==> config.mk <==
export PLATFORM = sky130hd
export DESIGN_NAME = data_mem_arbiter
export DESIGN_NICKNAME = d
export VERILOG_FILES = /design/src/rtl/mem_arb_pkg.sv /design/src/rtl/mem_arb_grant.sv /design/src/rtl/data_mem_arbiter.sv
export SDC_FILE = /design/constraint.sdc
export NUM_CORES = 1
export LEC_CHECK = 0
export CAP_MARGIN = 30
export CORE_MARGIN = 2
export CORE_UTILIZATION = 35
export CTS_CLUSTER_SIZE = 28
export DETAILED_ROUTE_END_ITERATION = 8
export MAX_ROUTING_LAYER = met4
export PLACE_DENSITY = 0.87
export SLEW_MARGIN = 30
export SYNTH_ARGS = -nofsm -noshare
export SYNTH_HDL_FRONTEND = slang
export SYNTH_SLANG_ARGS = --single-unit
==> constraint.sdc <==
create_clock -name clk -period 1.6 [get_ports clk]
set_clock_uncertainty 0.15 [all_clocks]
set_input_delay 0.24 -clock clk [delete_from_list [all_inputs] [get_ports clk]]
set_output_delay 0.24 -clock clk [all_outputs]
set_load 0.02 [all_outputs]
==> src/rtl/mem_arb_pkg.sv <==
// Shared types and constants for the data-memory arbiter.
package mem_arb_pkg;

  localparam int unsigned FUNCT3_W  = 3;
  localparam int unsigned NUM_PORTS = 2;
  localparam int unsigned CNT_W     = 4;

  typedef enum logic [1:0] {
    IDLE  = 2'd0,
    ISSUE = 2'd1,
    WAIT  = 2'd2,
    RESP  = 2'd3
  } arb_state_t;

  // One-hot port vector for a port id
  function automatic logic [NUM_PORTS-1:0] port_onehot(input logic id);
    logic [NUM_PORTS-1:0] v;
    v     = '0;
    v[id] = 1'b1;
    return v;
  endfunction

endpackage

==> src/rtl/mem_arb_grant.sv <==
// Two-port winner select for the data-memory arbiter.
// DATA_MEM_ARB_RR_EN defined: round-robin on ties using a last-grant register.
// Not defined: fixed priority, port 0 always wins a tie.
module mem_arb_grant
  import mem_arb_pkg::*;
(
  input  logic                 clk,
  input  logic                 rst,
  input  logic [NUM_PORTS-1:0] i_valid,
  input  logic                 i_accept,
  output logic                 o_winner_c,
  output logic [NUM_PORTS-1:0] o_grant_c
);

  logic w_winner;

`ifdef DATA_MEM_ARB_RR_EN
  logic r_last_grant;

  // Remember the last served port; reset value lets port 0 win the first tie
  always_ff @(posedge clk) begin
    if (rst) begin
      r_last_grant <= 1'b1;
    end else if (i_accept) begin
      r_last_grant <= w_winner;
    end
  end

  // Tie goes to the port not served last; a lone requester always wins
  always_comb begin
    w_winner = ~i_valid[0];
    if (&i_valid) begin
      w_winner = ~r_last_grant;
    end
  end
`else
  logic w_unused;
  assign w_unused = ^{clk, rst, i_accept};

  // Fixed priority: port 0 wins whenever it is valid
  always_comb begin
    w_winner = ~i_valid[0];
  end
`endif

  assign o_winner_c = w_winner;
  assign o_grant_c  = i_valid & port_onehot(w_winner);

endmodule

==> src/rtl/data_mem_arbiter.sv <==
// Shares one fixed-latency data-memory port between the CPU (port 0) and a
// loader/debug master (port 1). One transaction in flight, sequenced by
// IDLE -> ISSUE -> WAIT -> RESP. Tie policy selected by DATA_MEM_ARB_RR_EN.
module data_mem_arbiter
  import mem_arb_pkg::*;
#(
  parameter int unsigned DATA_WIDTH  = 32,
  parameter int unsigned MEM_LATENCY = 1
) (
  input  logic                                 clk,
  input  logic                                 rst,
  input  logic [NUM_PORTS-1:0]                 req_valid,
  output logic [NUM_PORTS-1:0]                 req_ready,
  input  logic [NUM_PORTS-1:0]                 req_we,
  input  logic [NUM_PORTS-1:0][DATA_WIDTH-1:0] req_addr,
  input  logic [NUM_PORTS-1:0][DATA_WIDTH-1:0] req_wdata,
  input  logic [NUM_PORTS-1:0][FUNCT3_W-1:0]   req_funct3,
  output logic [NUM_PORTS-1:0]                 rsp_valid,
  output logic [DATA_WIDTH-1:0]                rsp_rdata,
  output logic                                 mem_en,
  output logic                                 mem_we,
  output logic [DATA_WIDTH-1:0]                mem_addr,
  output logic [DATA_WIDTH-1:0]                mem_wdata,
  output logic [FUNCT3_W-1:0]                  mem_funct3,
  input  logic [DATA_WIDTH-1:0]                mem_rdata,
  output logic                                 busy
);

  // Latency counter is CNT_W bits wide, so only 1..15 can be sequenced
  if (MEM_LATENCY == 0 || MEM_LATENCY > 15) begin : g_lat_chk
    $error("data_mem_arbiter: MEM_LATENCY must be in 1..15");
  end

  localparam logic [CNT_W-1:0] LAT_M1 = CNT_W'(MEM_LATENCY - 1);

  arb_state_t                 r_state;
  logic                       r_owner;
  logic                       r_we;
  logic [CNT_W-1:0]           r_cnt;
  logic                       r_mem_en;
  logic                       r_mem_we;
  logic [DATA_WIDTH-1:0]      r_mem_addr;
  logic [DATA_WIDTH-1:0]      r_mem_wdata;
  logic [FUNCT3_W-1:0]        r_mem_funct3;
  logic [NUM_PORTS-1:0]       r_rsp_valid;
  logic [DATA_WIDTH-1:0]      r_rsp_rdata;
  logic                       r_busy;

  logic                       w_winner;
  logic [NUM_PORTS-1:0]       w_grant;
  logic [NUM_PORTS-1:0]       w_ready;
  logic                       w_accept;

  mem_arb_grant u_grant (
    .clk        (clk),
    .rst        (rst),
    .i_valid    (req_valid),
    .i_accept   (w_accept),
    .o_winner_c (w_winner),
    .o_grant_c  (w_grant)
  );

  // Only the arbitration winner sees ready, and only while idle and out of reset
  assign w_ready  = (r_state == IDLE && !rst) ? w_grant : '0;
  assign w_accept = |w_ready;

  // Transaction sequencer with registered memory-side and response outputs
  always_ff @(posedge clk) begin
    if (rst) begin
      r_state      <= IDLE;
      r_owner      <= 1'b0;
      r_we         <= 1'b0;
      r_cnt        <= '0;
      r_mem_en     <= 1'b0;
      r_mem_we     <= 1'b0;
      r_mem_addr   <= '0;
      r_mem_wdata  <= '0;
      r_mem_funct3 <= '0;
      r_rsp_valid  <= '0;
      r_rsp_rdata  <= '0;
      r_busy       <= 1'b0;
    end else begin
      case (r_state)
        IDLE: begin
          if (w_accept) begin
            r_owner      <= w_winner;
            r_we         <= req_we[w_winner];
            r_mem_en     <= 1'b1;
            r_mem_we     <= req_we[w_winner];
            r_mem_addr   <= req_addr[w_winner];
            r_mem_wdata  <= req_wdata[w_winner];
            r_mem_funct3 <= req_funct3[w_winner];
            r_busy       <= 1'b1;
            r_state      <= ISSUE;
          end
        end
        ISSUE: begin
          // Strobes last one cycle; address/data/funct3 hold their values
          r_mem_en <= 1'b0;
          r_mem_we <= 1'b0;
          r_cnt    <= LAT_M1;
          r_state  <= WAIT;
        end
        WAIT: begin
          if (r_cnt == '0) begin
            r_rsp_rdata <= r_we ? '0 : mem_rdata;
            r_rsp_valid <= port_onehot(r_owner);
            r_state     <= RESP;
          end else begin
            r_cnt <= r_cnt - CNT_W'(1);
          end
        end
        RESP: begin
          r_rsp_valid <= '0;
          r_busy      <= 1'b0;
          r_state     <= IDLE;
        end
        default: begin
          r_state <= IDLE;
        end
      endcase
    end
  end

  assign req_ready  = w_ready;
  assign rsp_valid  = r_rsp_valid;
  assign rsp_rdata  = r_rsp_rdata;
  assign mem_en     = r_mem_en;
  assign mem_we     = r_mem_we;
  assign mem_addr   = r_mem_addr;
  assign mem_wdata  = r_mem_wdata;
  assign mem_funct3 = r_mem_funct3;
  assign busy       = r_busy;

endmodule

==> qor_table.md, run 1 <==
| Metric | Reported | Unit |
| --- | --- | --- |
| Delay contributed by the slowest stage of the critical path | 330 | ps |
| Clock buffer depth | 2 | - |
| Most common library cell in the layout ignoring fill and taps | sky130_fd_sc_hd__clkdlybuf4s50_1 | - |
| Sinks on the clock net | 112 | - |
| Clock Root Buffer | sky130_fd_sc_hd__clkbuf_16 | - |
| Layout area overhead | 76.8 | % |
| Kind of start point of the critical path | register | - |
| Total negative setup slack | -3930 | ps |
| Total of hold buffers inserted after clock tree synthesis | 0 | - |
| Instance area after placement | 0.00818 | mm² |
| Effective utilization at floorplan | 35.9 | % |
| Count of synthesis-stage warnings from yosys | 0 | - |
| Synth unique cells | 29 | - |
| Cts bufs inserted | 9 | - |
| Via count of the first global-routing pass | 5,022 | - |
| Layout net count | 997 | - |
| Dpl hpwl | 12,300 | µm |
| Post-Syn Area | 0.00499 | mm² |
| Clock insertion delay at the later pin of the skew report | 350 | ps |
| Source of the critical timing path | r_state[0] | - |
| Total chip power | 11.0 | mW |
| Seq cells post-synth | 112 | - |
| Worst EP arrival | 1330 | ps |
| Number of pins exceeding their max-slew limit in the final report | 0 | - |
| Util after Layout | 63.5 | % |
| Die extent in x | 123 | µm |
| IO buf count | 277 | - |
| Period utilisation layout | 108 | % |
| Fin Hold WS | 169 | ps |
| Number of top-level design ports | 278 | - |
| Worst path cell trace | inv_2 > ha_4 > nand2b_4 > nor3b_4 > buf_6 | - |
| Failing checks | negative setup slack | - |
| Chip Height | 123 | µm |
| Final global-route overflow total | 0 | - |
| Largest driver fanout on the critical path | 3 | - |
| Unrepaired setup endpoints after global routing | yes | - |
| Total detailed-routing wirelength | 17,900 | µm |
| Static leakage power | 3.73 | nW |
| Max-capacitance violation count | 0 | - |
| Antenna violations before repair | 0 | - |
| Power density of the placed cells | 1250 | mW/mm² |
| Worst setup margin | -125 | ps |
| Tightest Hold Check Type | primary input to register | - |
| Worst Min Path Start | req_valid[0] | - |
| TritonRoute pass-1 iters | 4 | - |
| Predominant post-synthesis flop cell | sky130_fd_sc_hd__dfxtp_1 | - |
| Share of cells above drive strength 1 | 15.7 | % |
| F_max | 580 | MHz |
| Number of instances in the synthesized netlist | 532 | - |
| Depth of the CTS H-tree | 3 | - |
| Aggregate global-route resource usage | 21.9 | % |
| Total of endpoints with negative setup slack in the final report | 97 | - |
| Avg Cell Area, Syn | 9.37 | µm² |
| Commonest cells after routing, fill and taps aside | sky130_fd_sc_hd__clkdlybuf4s50_1 (169), sky130_fd_sc_hd__dfxtp_1 (108), sky130_fd_sc_hd__dlygate4sd2_1 (104) | - |
| Slew at the pin with the worst max-slew slack | 485 | ps |
| Crit Path Category | register to primary output | - |
| Clock slew at reported path FFs | 70 | ps |
| Antenna cell count | 0 | - |
| Die Outline Area | 0.0152 | mm² |
| Avg WL per Cell | 17.8 | µm |
| Remaining number of nets flagged by the antenna check after routing | 0 | - |
| Minimum clock period | 1720 | ps |
| Slowest cell on crit path | sky130_fd_sc_hd__dfxtp_2 | - |
| Buf/Inv on CP | 2 | - |
| Maximum VDD drop | 615 | µV |
| Maximum number of pins on one net before global-route repair | 56 | - |
| Final Hold Fails | 0 | - |
| Proportion of synthesized chip area in sequential cells | 45.0 | % |
| First-pass GRT wire length | 25,200 | µm |
| Cell Count Post-Placement | 976 | - |
| Standard-cell rows | 43 | - |
| Cell family with most CP delay | flip-flops | - |
| GPL Wtd Cong | 0.797 | - |
| Std-Cell Core Area | 0.0139 | mm² |
| DRC | 0 | - |
| Via density per instance | 5.18 | - |
| Setup crit end kind | primary output | - |
| Result of the run | finished, violations left | - |
| Share of synthesized registers carrying an async set or reset | 0 | % |
| Crit Reg-Reg Startpoint | r_state[0] | - |
| Post-placement worst setup slack | -339 | ps |
| Number of DRC markers after the initial detailed-route iteration | 209 | - |
| Relative slew slack | 67.7 | % |
| Via count | 5,195 | - |
| Synthesized netlist net count | 711 | - |
| Final non-filler cell area | 0.00881 | mm² |
| EDFF count, synth | 0 | - |
| CTS tree | done | - |
| Final cell count without fillers | 1,002 | - |
| CP required | 1210 | ps |
## sequential cells by signal (all words and copies together), names as in the netlist
signal	cells
mem_en	1
rsp_rdata	32
r_state	2
busy	1
mem_wdata	32
r_owner	1
rsp_valid	2
mem_addr	32
r_we	1
mem_we	1
mem_funct3	3
r_cnt	4
## synth_stat cells (4+ instances only)
cell / number / share of area (%)
sky130_fd_sc_hd__dfxtp_1: 112 / 45
sky130_fd_sc_hd__a21oi_1: 107 / 11
sky130_fd_sc_hd__a211oi_1: 72 / 11
sky130_fd_sc_hd__mux2i_1: 69 / 14
sky130_fd_sc_hd__nand2_1: 33 / 2.5
sky130_fd_sc_hd__nand3b_1: 33 / 5.0
sky130_fd_sc_hd__clkbuf_1: 32 / 2.4
sky130_fd_sc_hd__buf_2: 20 / 2.0
sky130_fd_sc_hd__ha_1: 7 / 1.8
sky130_fd_sc_hd__inv_1: 7 / 0.53
sky130_fd_sc_hd__nand2b_1: 6 / 0.75
sky130_fd_sc_hd__buf_4: 4 / 0.60
sky130_fd_sc_hd__nor2_1: 4 / 0.30
## report_power, final
group          internal, mW  switching (mW)
sequential             3.46           0.333
clock                  1.22            1.04
combinational          2.31            2.65
total                  6.99            4.02
## metal layers
metal | share of wire [%] | vias to the layer above | track usage (%)
li1 | - | 2526 | -
met4 | 2.6 | 0 | 9.09
met5 | 0 | - | -
met2 | 52 | 215 | 38.4
met1 | 38 | 2423 | 23.6
met3 | 7.3 | 31 | 5.40
## cell type report
cell class / instances / area, µm²
Fill cell: 1163 / 5070
Clock buffer: 11 / 233
Clock inverter: 4 / 52.6
Sequential cell: 112 / 2250
Tap cell: 180 / 225
Timing Repair Buffer: 331 / 3280
Multi-Input combinational cell: 357 / 2740
Inverter: 7 / 28.8
## worst register-to-register path: cells and delay by family, from the launching register on
family / cells / cell delay, ps
adders and majority gates: 1 / 180
AOI/OAI and AO/OA: 1 / 140
DFF: 1 / 330
and+or+nand+nor: 2 / 470
buffers and inverters: 3 / 380
## kinds of logic (layout without fill, tap and decap cells)
kind of cell | after synthesis | after routing | synth area share [%]
AOI/OAI and AO/OA | 188 | 188 | 22.9
adders and majority gates | 7 | 7 | 1.76
buffers and inverters | 63 | 353 | 5.55
DFF | 112 | 112 | 45.0
muxes | 69 | 69 | 13.9
and+or+nand+nor | 93 | 93 | 11.0
## final timing paths
check	endpoint	slack, ps	depth (start not counted)
setup / recovery	req_ready[1]	-120	5
hold / removal	r_owner	170	3
setup reg to reg	rsp_rdata[16]	-100	7
hold reg to reg	rsp_rdata[6]	300	2
## repair_timing
| action | 4_1_cts | 5_1_grt |
|---|---|---|
| gates resized for setup | 148 | 39 |
| hold endpoints to repair | 0 | 0 |
| pin swaps | 30 | 61 |
| endpoints found under the setup margin | 215 | 112 |
| cloned | 2 | 4 |
| setup buffers | 0 | 6 |
(Power assumes the default switching activity.)
==> run 2: changes to the inputs <==
--- a/config.mk
+++ b/config.mk
@@ -12,6 +12,7 @@
 export DETAILED_ROUTE_END_ITERATION = 8
 export MAX_ROUTING_LAYER = met4
 export PLACE_DENSITY = 0.87
+export SETUP_SLACK_MARGIN = 0.2
 export SLEW_MARGIN = 30
 export SYNTH_ARGS = -nofsm -noshare
 export SYNTH_HDL_FRONTEND = slang
==> qor_table.md, run 2 (synthesis gave the netlist of run 1 again) <==
| Metric | Reported | Unit |
| --- | --- | --- |
| Unrepaired setup endpoints after global routing | yes | - |
| Clock buffer depth | 2 | - |
| Aggregate global-route resource usage | 22.9 | % |
| Maximum number of pins on one net before global-route repair | 52 | - |
| Met3 Track Usage GR | 6.96 | % |
| Total of endpoints with negative setup slack in the final report | 49 | - |
| Maximum VDD drop | 800 | µV |
| Standard-cell rows | 43 | - |
| Via count | 5,280 | - |
| Instance area after placement | 0.00848 | mm² |
| Most congested layer reported by global routing | met2 | - |
| Met2 global-route usage | 41.9 | % |
| Die Outline Area | 0.0152 | mm² |
| CP required | 1210 | ps |
| Clock Root Buffer | sky130_fd_sc_hd__clkbuf_16 | - |
| Total detailed-routing wirelength | 18,100 | µm |
| Met1 GRT Util | 23.2 | % |
| Slew at the pin with the worst max-slew slack | 613 | ps |
| First-pass GRT wire length | 26,200 | µm |
| Clock slew at reported path FFs | 70 | ps |
| Filler Cell Count | 1,110 | - |
| Die extent in x | 123 | µm |
| Clock insertion delay at the later pin of the skew report | 340 | ps |
| Number of DRC markers after the initial detailed-route iteration | 170 | - |
| Minimum clock period | 1700 | ps |
| Period utilisation layout | 107 | % |
| Worst setup margin | -104 | ps |
| Commonest cells after routing, fill and taps aside | sky130_fd_sc_hd__clkdlybuf4s50_1 (169), sky130_fd_sc_hd__dfxtp_1 (108), sky130_fd_sc_hd__a21oi_2 (81) | - |
| Max-capacitance violation count | 0 | - |
| Final non-filler cell area | 0.00906 | mm² |
| Power density of the placed cells | 1280 | mW/mm² |
| IO buf count | 277 | - |
| Cts bufs inserted | 9 | - |
| F_max | 587 | MHz |
| Sinks on the clock net | 112 | - |
| Effective utilization at floorplan | 35.9 | % |
| DRC | 0 | - |
| Result of the run | finished, violations left | - |
| Avg WL per Cell | 18.0 | µm |
| Via density per instance | 5.25 | - |
| Tightest Hold Check Type | primary input to register | - |
| Via count of the first global-routing pass | 5,156 | - |
| Failing checks | negative setup slack | - |
| Layout area overhead | 81.8 | % |
| GPL Wtd Cong | 0.763 | - |
| Worst Min Path Start | req_valid[0] | - |
| Dpl hpwl | 12,200 | µm |
| Number of pins exceeding their max-slew limit in the final report | 0 | - |
| Most common library cell in the layout ignoring fill and taps | sky130_fd_sc_hd__clkdlybuf4s50_1 | - |
| Final global-route overflow total | 0 | - |
| Layout net count | 1,002 | - |
| Largest driver fanout on the critical path | 3 | - |
| Static leakage power | 3.51 | nW |
| Final Hold Fails | 0 | - |
| Kind of start point of the critical path | register | - |
| Crit Reg-Reg Startpoint | r_state[0] | - |
| Crit Path Category | register to primary output | - |
| Total negative setup slack | -2030 | ps |
| Share of cells above drive strength 1 | 36.0 | % |
| Remaining number of nets flagged by the antenna check after routing | 0 | - |
| Std-Cell Core Area | 0.0139 | mm² |
| Worst EP arrival | 1310 | ps |
| Source of the critical timing path | r_state[1] | - |
| Setup crit end kind | primary output | - |
| Antenna violations before repair | 0 | - |
| TritonRoute pass-1 iters | 5 | - |
| Sequential cell area | 0.00225 | mm² |
| Antenna cell count | 0 | - |
| Relative slew slack | 59.1 | % |
| CTS tree | done | - |
| Number of top-level design ports | 278 | - |
| Footprint of the multi-input gates | 0.00296 | mm² |
| Total of hold buffers inserted after clock tree synthesis | 0 | - |
| Depth of the CTS H-tree | 3 | - |
| Chip Height | 123 | µm |
[run 2: routing by layer]
layer  vias to the layer above  part of all wire (%)
met1                      2481                    37
met2                       229                    52
met3                        33                   8.3
met5                         -                     0
met4                         0                   1.9
li1                       2537                     -
[run 2: what timing repair did]
item / in CTS / in global routing
resized for setup: 320 / 85
endpoints found under the setup margin: 217 / 167
pin swaps: 6 / 4
gates cloned: 7 / 2
buffers inserted: 5 / 5
[run 2: through the flow]
| step | setup WS (ps) | utilization (%) | power [mW] | hold slack (ps) | cells |
|---|---|---|---|---|---|
| 2_1_floorplan | 32.2 | - | 6.95 | 252 | 532 |
| 3_3_place_gp | -308 | 61.1 | 8.94 | 289 | 973 |
| 3_5_place_dp | -314 | 61.1 | 9.05 | 297 | 973 |
| 4_1_cts | -116 | 66.1 | 11.6 | 156 | 999 |
| 5_1_grt | -153 | 65.3 | 12.2 | 165 | 1006 |
| 6_report | -104 | 65.3 | 11.6 | 165 | 1006 |
[run 2: final timing paths]
check | slack [ps] | to | depth (start not counted)
max | -100 | req_ready[0] | 5
min | 170 | r_owner | 3
max reg2reg | -80 | rsp_rdata[26] | 8
min reg2reg | 310 | rsp_rdata[14] | 2
[run 2: power breakdown]
part	internal, mW	leakage, nW	total (mW)	switching (mW)
sequential	3.47	0.920	3.89	0.429
combinational	2.62	2.45	5.45	2.82
clock	1.24	0.141	2.22	0.982
total	7.33	3.51	11.6	4.24
[run 2: cell type report]
cell class | instances | area share, %
Timing Repair Buffer | 336 | 36.5
Multi-Input combinational cell | 357 | 32.7
Sequential cell | 112 | 24.8
Clock buffer | 11 | 2.68
Tap cell | 180 | 2.48
Clock inverter | 3 | 0.483
Inverter | 7 | 0.373
[run 2: critical path, stage by stage (launching register included)]
cell                      delay, ps
sky130_fd_sc_hd__dfxtp_4        350
sky130_fd_sc_hd__inv_4           60
sky130_fd_sc_hd__ha_4           140
sky130_fd_sc_hd__nor2b_4        150
sky130_fd_sc_hd__and2_4         160
sky130_fd_sc_hd__buf_6          110
